$ cat src/rtl/decoder_scan_seq_if.sv
// Select-bus interface for decoder_scan_seq: command inputs from the
// controlling FSM and the registered select outputs back to it.
interface decoder_scan_seq_if #(
    parameter int ADDR_W = 3
);
    localparam int NSEL = 1 << ADDR_W;

    logic              en;
    logic              load;
    logic [1:0]        mode;
    logic [ADDR_W-1:0] addr_in;
    logic [ADDR_W-1:0] scan_last;
    logic [NSEL-1:0]   sel;
    logic [ADDR_W-1:0] cur_addr;
    logic              wrap;
    logic              busy;

    modport master (
        output en, load, mode, addr_in, scan_last,
        input  sel, cur_addr, wrap, busy
    );

    modport slave (
        input  en, load, mode, addr_in, scan_last,
        output sel, cur_addr, wrap, busy
    );
endinterface

$ cat src/rtl/decoder_scan_seq.sv
// Registered one-hot select sequencer: direct, auto-scan and one-shot pulse
// modes. Every output comes straight from a flop so the select lines never
// glitch.
module decoder_scan_seq #(
    parameter int ADDR_W    = 3,
    parameter int DWELL     = 4,
    parameter int PULSE_LEN = 3
) (
    input  logic               clk,
    input  logic               rst_n,
    decoder_scan_seq_if.slave  bus
);
    localparam int NSEL  = 1 << ADDR_W;
    // One counter serves both the scan dwell and the pulse length.
    localparam int CMAX  = (DWELL > PULSE_LEN) ? DWELL : PULSE_LEN;
    localparam int CNT_W = (CMAX > 1) ? $clog2(CMAX) : 1;

    localparam logic [1:0] MODE_DIRECT = 2'b00;
    localparam logic [1:0] MODE_SCAN   = 2'b01;
    localparam logic [1:0] MODE_PULSE  = 2'b10;

    typedef enum logic [1:0] {IDLE, DIRECT, SCAN, PULSE} state_t;

    state_t            state_q, state_d;
    logic [CNT_W-1:0]  cnt_q, cnt_d;
    logic [ADDR_W-1:0] addr_q, addr_d;
    logic [NSEL-1:0]   sel_q, sel_d;
    logic              wrap_q, wrap_d;
    logic              busy_q, busy_d;

    // A pulse in flight cannot be interrupted by a new command, only by en.
    logic accept, dwell_done, pulse_done;
    assign accept     = bus.en && bus.load && (state_q != PULSE);
    assign dwell_done = (cnt_q == CNT_W'(DWELL - 1));
    assign pulse_done = (cnt_q == CNT_W'(PULSE_LEN - 1));

    // State register.
    always_ff @(posedge clk or negedge rst_n) begin
        if (!rst_n) state_q <= IDLE;
        else        state_q <= state_d;
    end

    // Next state: en low beats load, load beats internal sequencing.
    always_comb begin
        state_d = state_q;
        if (!bus.en) begin
            state_d = IDLE;
        end else if (accept) begin
            case (bus.mode)
                MODE_DIRECT: state_d = DIRECT;
                MODE_SCAN:   state_d = SCAN;
                MODE_PULSE:  state_d = PULSE;
                default:     state_d = IDLE;
            endcase
        end else if (state_q == PULSE && pulse_done) begin
            state_d = IDLE;
        end
    end

    // Next outputs: counter, address, wrap pulse and the one-hot select.
    always_comb begin
        cnt_d  = cnt_q;
        addr_d = addr_q;
        wrap_d = 1'b0;
        if (!bus.en) begin
            cnt_d = '0;
        end else if (accept) begin
            cnt_d = '0;
            // Clear leaves the last address visible on cur_addr.
            if (bus.mode != 2'b11) addr_d = bus.addr_in;
        end else if (state_q == SCAN) begin
            if (dwell_done) begin
                cnt_d = '0;
                // >= so a limit lowered under the current row wraps at once.
                if (addr_q >= bus.scan_last) begin
                    addr_d = '0;
                    wrap_d = 1'b1;
                end else begin
                    addr_d = addr_q + 1'b1;
                end
            end else begin
                cnt_d = cnt_q + 1'b1;
            end
        end else if (state_q == PULSE) begin
            cnt_d = pulse_done ? '0 : cnt_q + 1'b1;
        end
        busy_d = (state_d == PULSE);
        sel_d  = (state_d != IDLE) ? (NSEL'(1) << addr_d) : '0;
    end

    // Output and counter registers.
    always_ff @(posedge clk or negedge rst_n) begin
        if (!rst_n) begin
            cnt_q  <= '0;
            addr_q <= '0;
            sel_q  <= '0;
            wrap_q <= 1'b0;
            busy_q <= 1'b0;
        end else begin
            cnt_q  <= cnt_d;
            addr_q <= addr_d;
            sel_q  <= sel_d;
            wrap_q <= wrap_d;
            busy_q <= busy_d;
        end
    end

    assign bus.sel      = sel_q;
    assign bus.cur_addr = addr_q;
    assign bus.wrap     = wrap_q;
    assign bus.busy     = busy_q;
endmodule

$ cat src/flat_wrapper.sv
// flat-port wrapper written by rule: the top's interface ports become plain ports
module decoder_scan_seq_flat 
#(
    parameter int ADDR_W    = 3,
    parameter int DWELL     = 4,
    parameter int PULSE_LEN = 3
)
  (clk, rst_n, bus_en, bus_load, bus_mode, bus_addr_in, bus_scan_last, bus_sel, bus_cur_addr, bus_wrap, bus_busy);
  decoder_scan_seq_if #(.ADDR_W(ADDR_W)) bus_i ();
  input  logic clk;
  input  logic rst_n;
  input wire logic [$bits(bus_i.en)-1:0] bus_en;
  input wire logic [$bits(bus_i.load)-1:0] bus_load;
  input wire logic [$bits(bus_i.mode)-1:0] bus_mode;
  input wire logic [$bits(bus_i.addr_in)-1:0] bus_addr_in;
  input wire logic [$bits(bus_i.scan_last)-1:0] bus_scan_last;
  output wire logic [$bits(bus_i.sel)-1:0] bus_sel;
  output wire logic [$bits(bus_i.cur_addr)-1:0] bus_cur_addr;
  output wire logic [$bits(bus_i.wrap)-1:0] bus_wrap;
  output wire logic [$bits(bus_i.busy)-1:0] bus_busy;
  assign bus_i.en = bus_en;
  assign bus_i.load = bus_load;
  assign bus_i.mode = bus_mode;
  assign bus_i.addr_in = bus_addr_in;
  assign bus_i.scan_last = bus_scan_last;
  assign bus_sel = bus_i.sel;
  assign bus_cur_addr = bus_i.cur_addr;
  assign bus_wrap = bus_i.wrap;
  assign bus_busy = bus_i.busy;
  decoder_scan_seq #(.ADDR_W(ADDR_W), .DWELL(DWELL), .PULSE_LEN(PULSE_LEN)) u_core (.clk(clk), .rst_n(rst_n), .bus(bus_i));
endmodule
$ cat config.mk
export PLATFORM = sky130hd
export DESIGN_NAME = decoder_scan_seq_flat
export DESIGN_NICKNAME = d
export VERILOG_FILES = /design/src/rtl/decoder_scan_seq_if.sv /design/src/rtl/decoder_scan_seq.sv /design/src/flat_wrapper.sv
export SDC_FILE = /design/constraint.sdc
export NUM_CORES = 1
export LEC_CHECK = 0
export CAP_MARGIN = 30
export CORE_UTILIZATION = 37
export DETAILED_ROUTE_END_ITERATION = 6
export PLACE_DENSITY = 0.72
export SYNTH_ARGS = -nofsm -noshare
export SYNTH_HDL_FRONTEND = slang
export SYNTH_SLANG_ARGS = --single-unit
export TNS_END_PERCENT = 10
$ cat constraint.sdc
create_clock -name clk -period 2.7 [get_ports clk]
set_clock_uncertainty 0.2 [all_clocks]
set_input_delay 0.54 -clock clk [delete_from_list [all_inputs] [get_ports clk]]
set_output_delay 0.54 -clock clk [all_outputs]
set_load 0.03 [all_outputs]
[After elaboration in Yosys (flattened, before gate mapping)]
Index checks and enable logic that the tools add are counted.
Word-level totals
  bits in registers: 17
  input bits: 12
  output and inout port bits: 13
Cells by class
  add/subtract/negate cells: 2
  $lt $le $gt $ge: 1
  eq/ne operators: 10
  shift operators: 1
  multiplexer cells: 22
  reduce and logical (&&, ||, !) cells: 5
Operators with widths (number)
  two-way mux 2 bit: 9
  two-way mux 3 bit: 6
  == test 2 bit (second input constant): 6
  two-way mux 8 bit: 1
  << shifter 1 x 3 -> 8 bit (first input constant): 1
  case mux 2 bit (3 select lines): 1
  two-way mux 1 bit: 5
  inequality test 2 bit (second input constant): 2
  inequality test 4 x 1 -> 1 bit (second input constant): 1
  adder 3 x 1 -> 3 bit (second input constant): 1
  >= comparator 3 bit: 1
  logical AND 1 bit: 3
  adder 2 x 1 -> 2 bit (second input constant): 1
  == test 2 x 1 -> 1 bit (second input constant): 1
  logical NOT 2 bit: 1
  nonzero test 2 bit: 1

[Depth between registers and ports, before layout]
Gate-level depths: netlist of run 1.
  depth after elaboration: 8
  depth in mapped cells: 8
  depth with buffers taken out: 8

[Worst setup path after synthesis of run 1]
No wires, ideal clock.
  kind: register -> register
  start point: register u_core.addr_q[0], in the netlist u_core.bus.cur_addr[0]
  end point: register u_core.sel_q[6], in the netlist u_core.bus.sel[6]
  setup time: 95 ps
  data arrival time: 2232 ps
  setup slack: 173 ps
  cell stages (with the launch flop): 8
  path buffers: 0
  cell sequence: dfrtp_1 inv_1 ha_1 nand2b_1 a31o_1 or4_4 o2111ai_4 nor4b_2
Between the ends
  cells in the longest elaborated chain, start to end: 8
  elaborated cells between the ends (all ways): 10
  classes of those cells: 1 x add/sub; 1 x order compare; 1 x shift; 7 x mux
RTL lines
  start: declaration: RTL line decoder_scan_seq.sv:26  | logic [ADDR_W-1:0] addr_q, addr_d;
  start signal: assignment: RTL line decoder_scan_seq.sv:101  | addr_q <= addr_d;
  adder 3 x 1 -> 3 bit or >= comparator 3 bit (tied branches): RTL line decoder_scan_seq.sv:79, decoder_scan_seq.sv:75
  two-way mux 3 bit (*): RTL line decoder_scan_seq.sv:75  | if (addr_q >= bus.scan_last) begin
  two-way mux 3 bit (*): RTL line decoder_scan_seq.sv:72  | if (dwell_done) begin
  two-way mux 3 bit (*): RTL line decoder_scan_seq.sv:71  | end else if (state_q == SCAN) begin
  two-way mux 3 bit (*): RTL line decoder_scan_seq.sv:67  | end else if (accept) begin
  two-way mux 3 bit (*): RTL line decoder_scan_seq.sv:65  | if (!bus.en) begin
  via u_core.addr_d[2]: RTL line decoder_scan_seq.sv:26
  << shifter 1 x 3 -> 8 bit (*): RTL line decoder_scan_seq.sv:88  | sel_d = (state_d != IDLE) ? (NSEL'(1) << addr_d) : '0;
  two-way mux 8 bit (*): RTL line decoder_scan_seq.sv:88
  via u_core.sel_d[6]: RTL line decoder_scan_seq.sv:27  | logic [NSEL-1:0] sel_q, sel_d;
  end signal: assignment: RTL line decoder_scan_seq.sv:102  | sel_q <= sel_d;
  end: declaration: RTL line decoder_scan_seq.sv:27
The timed path passes the listed nets; every way through them passes the cells marked *.
A chain may end at the register's enable or synchronous reset.

[Final worst setup path of run 1]
  start point: input bus_scan_last[2]
  end point: register u_core.sel_q[3], in the netlist u_core.bus.sel[3]
Between the ends
  cells in the longest elaborated chain, start to end: 8
RTL lines
  start: declaration: RTL line flat_wrapper.sv:16  | input wire logic [$bits(bus_i.scan_last)-1:0] bus_scan_last;
  >= comparator 3 bit: RTL line decoder_scan_seq.sv:75
  two-way mux 3 bit: RTL line decoder_scan_seq.sv:75
  two-way mux 3 bit: RTL line decoder_scan_seq.sv:72
  two-way mux 3 bit: RTL line decoder_scan_seq.sv:71
  two-way mux 3 bit: RTL line decoder_scan_seq.sv:67
  two-way mux 3 bit: RTL line decoder_scan_seq.sv:65
  via u_core.addr_d[0]: RTL line decoder_scan_seq.sv:26
  << shifter 1 x 3 -> 8 bit: RTL line decoder_scan_seq.sv:88
  two-way mux 8 bit: RTL line decoder_scan_seq.sv:88
  via u_core.sel_d[3]: RTL line decoder_scan_seq.sv:27
The timed path passes the listed nets, and every way through them passes these cells.

==> qor.csv, run 1 <==
stage,metric,value,unit
status,run_status,"complete, but fails checks",
status,failed_checks,DRC,
logic_synthesis,post-synth-top-count-cell,sky130_fd_sc_hd__dfrtp_1,
setup_path,timing.critical_path.fanout_max,9,
routing,initialDrtViolationCount,26,
logic_synthesis,syn_nets,126,
setup_path,worst-endpoint-arrival,2.64,ns
setup_path,regToRegStartpoint,u_core.bus.cur_addr[0],
timing,max-slew-margin-rel,0.503,
hold_path,hold_class,reg -> reg,
routing,detail_route.drc_violations,2,
pwr,cellLeakagePower,0.632,nW
logic_synthesis,postSynth.asyncResetShare,1.00,
logic_synthesis,synth_area_leaders,"sky130_fd_sc_hd__dfrtp_1 38%, sky130_fd_sc_hd__ha_1 12%, sky130_fd_sc_hd__o2111ai_4 4.6%, sky130_fd_sc_hd__nor4b_2 4.0%, sky130_fd_sc_hd__inv_1 3.6%",
logic_synthesis,ys_seq_elements,17,
routing,route.detailed.vias_per_inst,5.47,
timing,period_needed,2.64,ns
placed_design,global_placement_routability_congestion,0.816,
routing,final_routed_wirelength_across_all_metal_layers,2.47,mm
pwr,vdd_drop_max,0.000339,V
cells_and_area,layout.nets,156,
timing,setup_viol,0,
cts,htreeDepth,1,
timing,slew_violations,0,
hold_path,worst_hold_stages,2,
timing,final_hold_viol_count,0,
floorplanning,row_count,19,
logic_synthesis,register_area_share_after_synthesis,0.376,
cts,post-cts-setup-buffer-count,0,
cts,cts_tree,done,
cts,clock_tree_root,sky130_fd_sc_hd__clkbuf_4,
job,drv_cap,0,
setup_path,critical_path.reg2reg.endpoint,u_core.bus.sel[3],
setup_path,startpoint_type,input port,
global_route,wire_length_of_the_first_global_routing_pass,4.33,mm
logic_synthesis,synth-edff-count,0,
setup_path,timing.reg2reg.setup_slack,0.17,ns
placed_design,buffer_ports.inserted,24,
placed_design,dp.cells,159,
floorplanning,core-area,2830,um2
routing,number_of_nets_still_failing_antenna_checks_after_routing,0,
global_route,via_count_of_the_first_global_routing_pass,911,
logic_synthesis,total_standard_cell_area_after_synthesis,1130,um2
cells_and_area,post_layout_nonfiller_instances,163,
floorplanning,die_footprint,3290,um2
placed_design,hpwlAfterDp,1.90,mm
setup_path,required,2.70,ns
global_route,number_of_antenna_violations_at_the_first_check_in_global_routing,0,
routing,wl_per_cell,15.2,um
logic_synthesis,dominantRegCellSynth,sky130_fd_sc_hd__dfrtp_1,
logic_synthesis,yosys_warnings,0,
routing,dr_total_vias,891,
logic_synthesis,synth_commonest_cells,"17 x sky130_fd_sc_hd__dfrtp_1, 11 x sky130_fd_sc_hd__ha_1, 11 x sky130_fd_sc_hd__inv_1",
logic_synthesis,syn_area_per_cell,11.0,um2
cells_and_area,antennaDiodeCount,0,
timing,timing.fmax,379,MHz
cts,clock_insertion_delay_worst_skew,0.29,ns
timing,worst_pin_slew,0.744,ns
cells_and_area,synthToLayoutAreaGrowth,28.7,%
hold_path,min-delay-start,u_core.cnt_q[1],
hold_path,worst_hold_path.endpoint,u_core.cnt_q[1],
cts,cts_hold_repair.buffers,0,
setup_path,critical_path_class,in -> reg,
cts,cts_max_path_buffers,2,
cts,clock_buffers_created_by_tritoncts,3,
setup_path,kind_of_end_point_of_the_critical_path,flip-flop,
global_route,maximum_number_of_pins_on_one_net_before_global_route_repair,18,
setup_path,rr_worst_depth,7,
floorplanning,start_util,0.400,
floorplanning,num_io_pins,25,
placed_design,pre_cts_slack,-0.236,ns
routing,drtPass1Iterations,6,
placed_design,placedInstanceArea,1420,um2
cts,clock-sinks,17,
logic_synthesis,yosysTopAreaCell,sky130_fd_sc_hd__dfrtp_1,
logic_synthesis,netlist_instances,103,
cells_and_area,final_cell_area,1460,um2
global_route,grt_remaining_overflow,0,
cts,clk_transition_reported_paths,0.10,ns
cells_and_area,ratio_of_cells_with_drive_above_1_in_the_final_layout,0.174,
logic_synthesis,netlist_cell_types,39,
timing,fin_crit_sh,0.977,
floorplanning,fp.dieW,57.3,um
pwr,power_per_cell_area,473,nW/um2
logic_synthesis,yosys.area.top_type_share,0.376,
floorplanning,floorplan.die.height,57.3,um
timing,final.setup.worst_slack,0.0625,ns
timing,setup_repair_after_global_routing_missed_its_margin,yes,
global_route,grtUsageTotal,0.173,
==> critical path: stages <==
cell and delay, ns:
sky130_fd_sc_hd__clkdlybuf4s50_1 0.46, sky130_fd_sc_hd__inv_1 0.04, sky130_fd_sc_hd__ha_1 0.29, sky130_fd_sc_hd__a21o_1 0.17, sky130_fd_sc_hd__a31o_1 0.22, sky130_fd_sc_hd__or4_4 0.50
sky130_fd_sc_hd__o2111ai_4 0.16, sky130_fd_sc_hd__nor4b_2 0.25
==> how the worst max path moves through the flow <==
stage,endpoint,slack (ns),cells after the start,from
after floorplan,u_core.bus.sel[6],0.17,7,u_core.bus.cur_addr[0]
after global placement,u_core.bus.sel[4],-0.20,8,bus_scan_last[2]
after detailed placement,u_core.bus.sel[3],-0.24,8,bus_scan_last[2]
after CTS,u_core.bus.sel[1],0.07,8,bus_scan_last[2]
after global routing,u_core.bus.sel[1],-0.02,8,bus_scan_last[2]
final,u_core.bus.sel[3],0.06,8,bus_scan_last[2]
==> flip-flops by register name (all words and copies together), names as in the netlist <==
| signal | cells |
|---|---|
| u_core.bus.cur_addr | 3 |
| u_core.bus.sel | 8 |
| u_core.cnt_q | 2 |
| u_core.bus.busy | 1 |
| u_core.state_q | 2 |
| u_core.bus.wrap | 1 |
==> timing repair <==
item                                    CTS  global route
hold endpoints to repair                  0             0
endpoints found under the setup margin    0             4
gates resized for setup                   0             2
==> placed cells by master, fill, tap and decap left out, types with 5 or more instances in the layout <==
cell | synthesis | layout
sky130_fd_sc_hd__clkdlybuf4s50_1 | 0 | 24
sky130_fd_sc_hd__dfrtp_1 | 17 | 17
sky130_fd_sc_hd__inv_1 | 11 | 11
sky130_fd_sc_hd__ha_1 | 11 | 11
sky130_fd_sc_hd__nand2_1 | 7 | 7
sky130_fd_sc_hd__buf_4 | 0 | 5
==> where the power goes <==
| part | total, mW | switching, mW | internal, mW | leakage, nW |
|---|---|---|---|---|
| clock network | 0.133 | 0.0780 | 0.0551 | 0.0177 |
| registers | 0.299 | 0.0263 | 0.273 | 0.227 |
| logic | 0.258 | 0.136 | 0.122 | 0.387 |
==> stage by stage <==
step                power, mW   util  TNS [ns]  hold WS, ns
floorplan               0.458      -         0       0.0444
global placement        0.547  0.502     -1.49        0.324
detailed placement      0.557  0.502     -1.97        0.358
CTS                     0.695  0.512         0        0.390
global route            0.735  0.515   -0.0356        0.438
finish                  0.690  0.515         0        0.376
==> per-layer routing <==
| metal | vias to the layer above | GRT usage | share of wire |
|---|---|---|---|
| met5 | - | 0 | 0 |
| met4 | 0 | 0.0314 | 0.011 |
| met3 | 6 | 0.0408 | 0.048 |
| met2 | 22 | 0.292 | 0.51 |
| met1 | 430 | 0.228 | 0.43 |
| li1 | 433 | - | - |
==> kinds of logic (layout without fill, tap and decap cells) <==
kind of cell    after synthesis  in the layout  synth area share
compound gates               20             20             0.176
fa+ha+maj                    11             11             0.122
buf+inv                      16             45            0.0685
mux                           1              1           0.00884
simple gates                 38             38             0.250
flops                        17             17             0.376
==> area by class of cell <==
cell class	count	area (um2)
Inverter	11	41.3
Tap cell	31	38.8
Timing Repair Buffer	30	289
Clock buffer	3	22.5
Fill cell	254	1370
Clock inverter	1	5.00
Multi-Input combinational cell	70	636
Sequential cell	17	425
Note: power is estimated with default switching activity, not from simulation.
==> inputs of run 2 (changes only) <==
- CTS_CLUSTER_SIZE: default -> 40
==> results of run 2 <==
No change in the layout: final DEF, timing and power equal those of run 1.
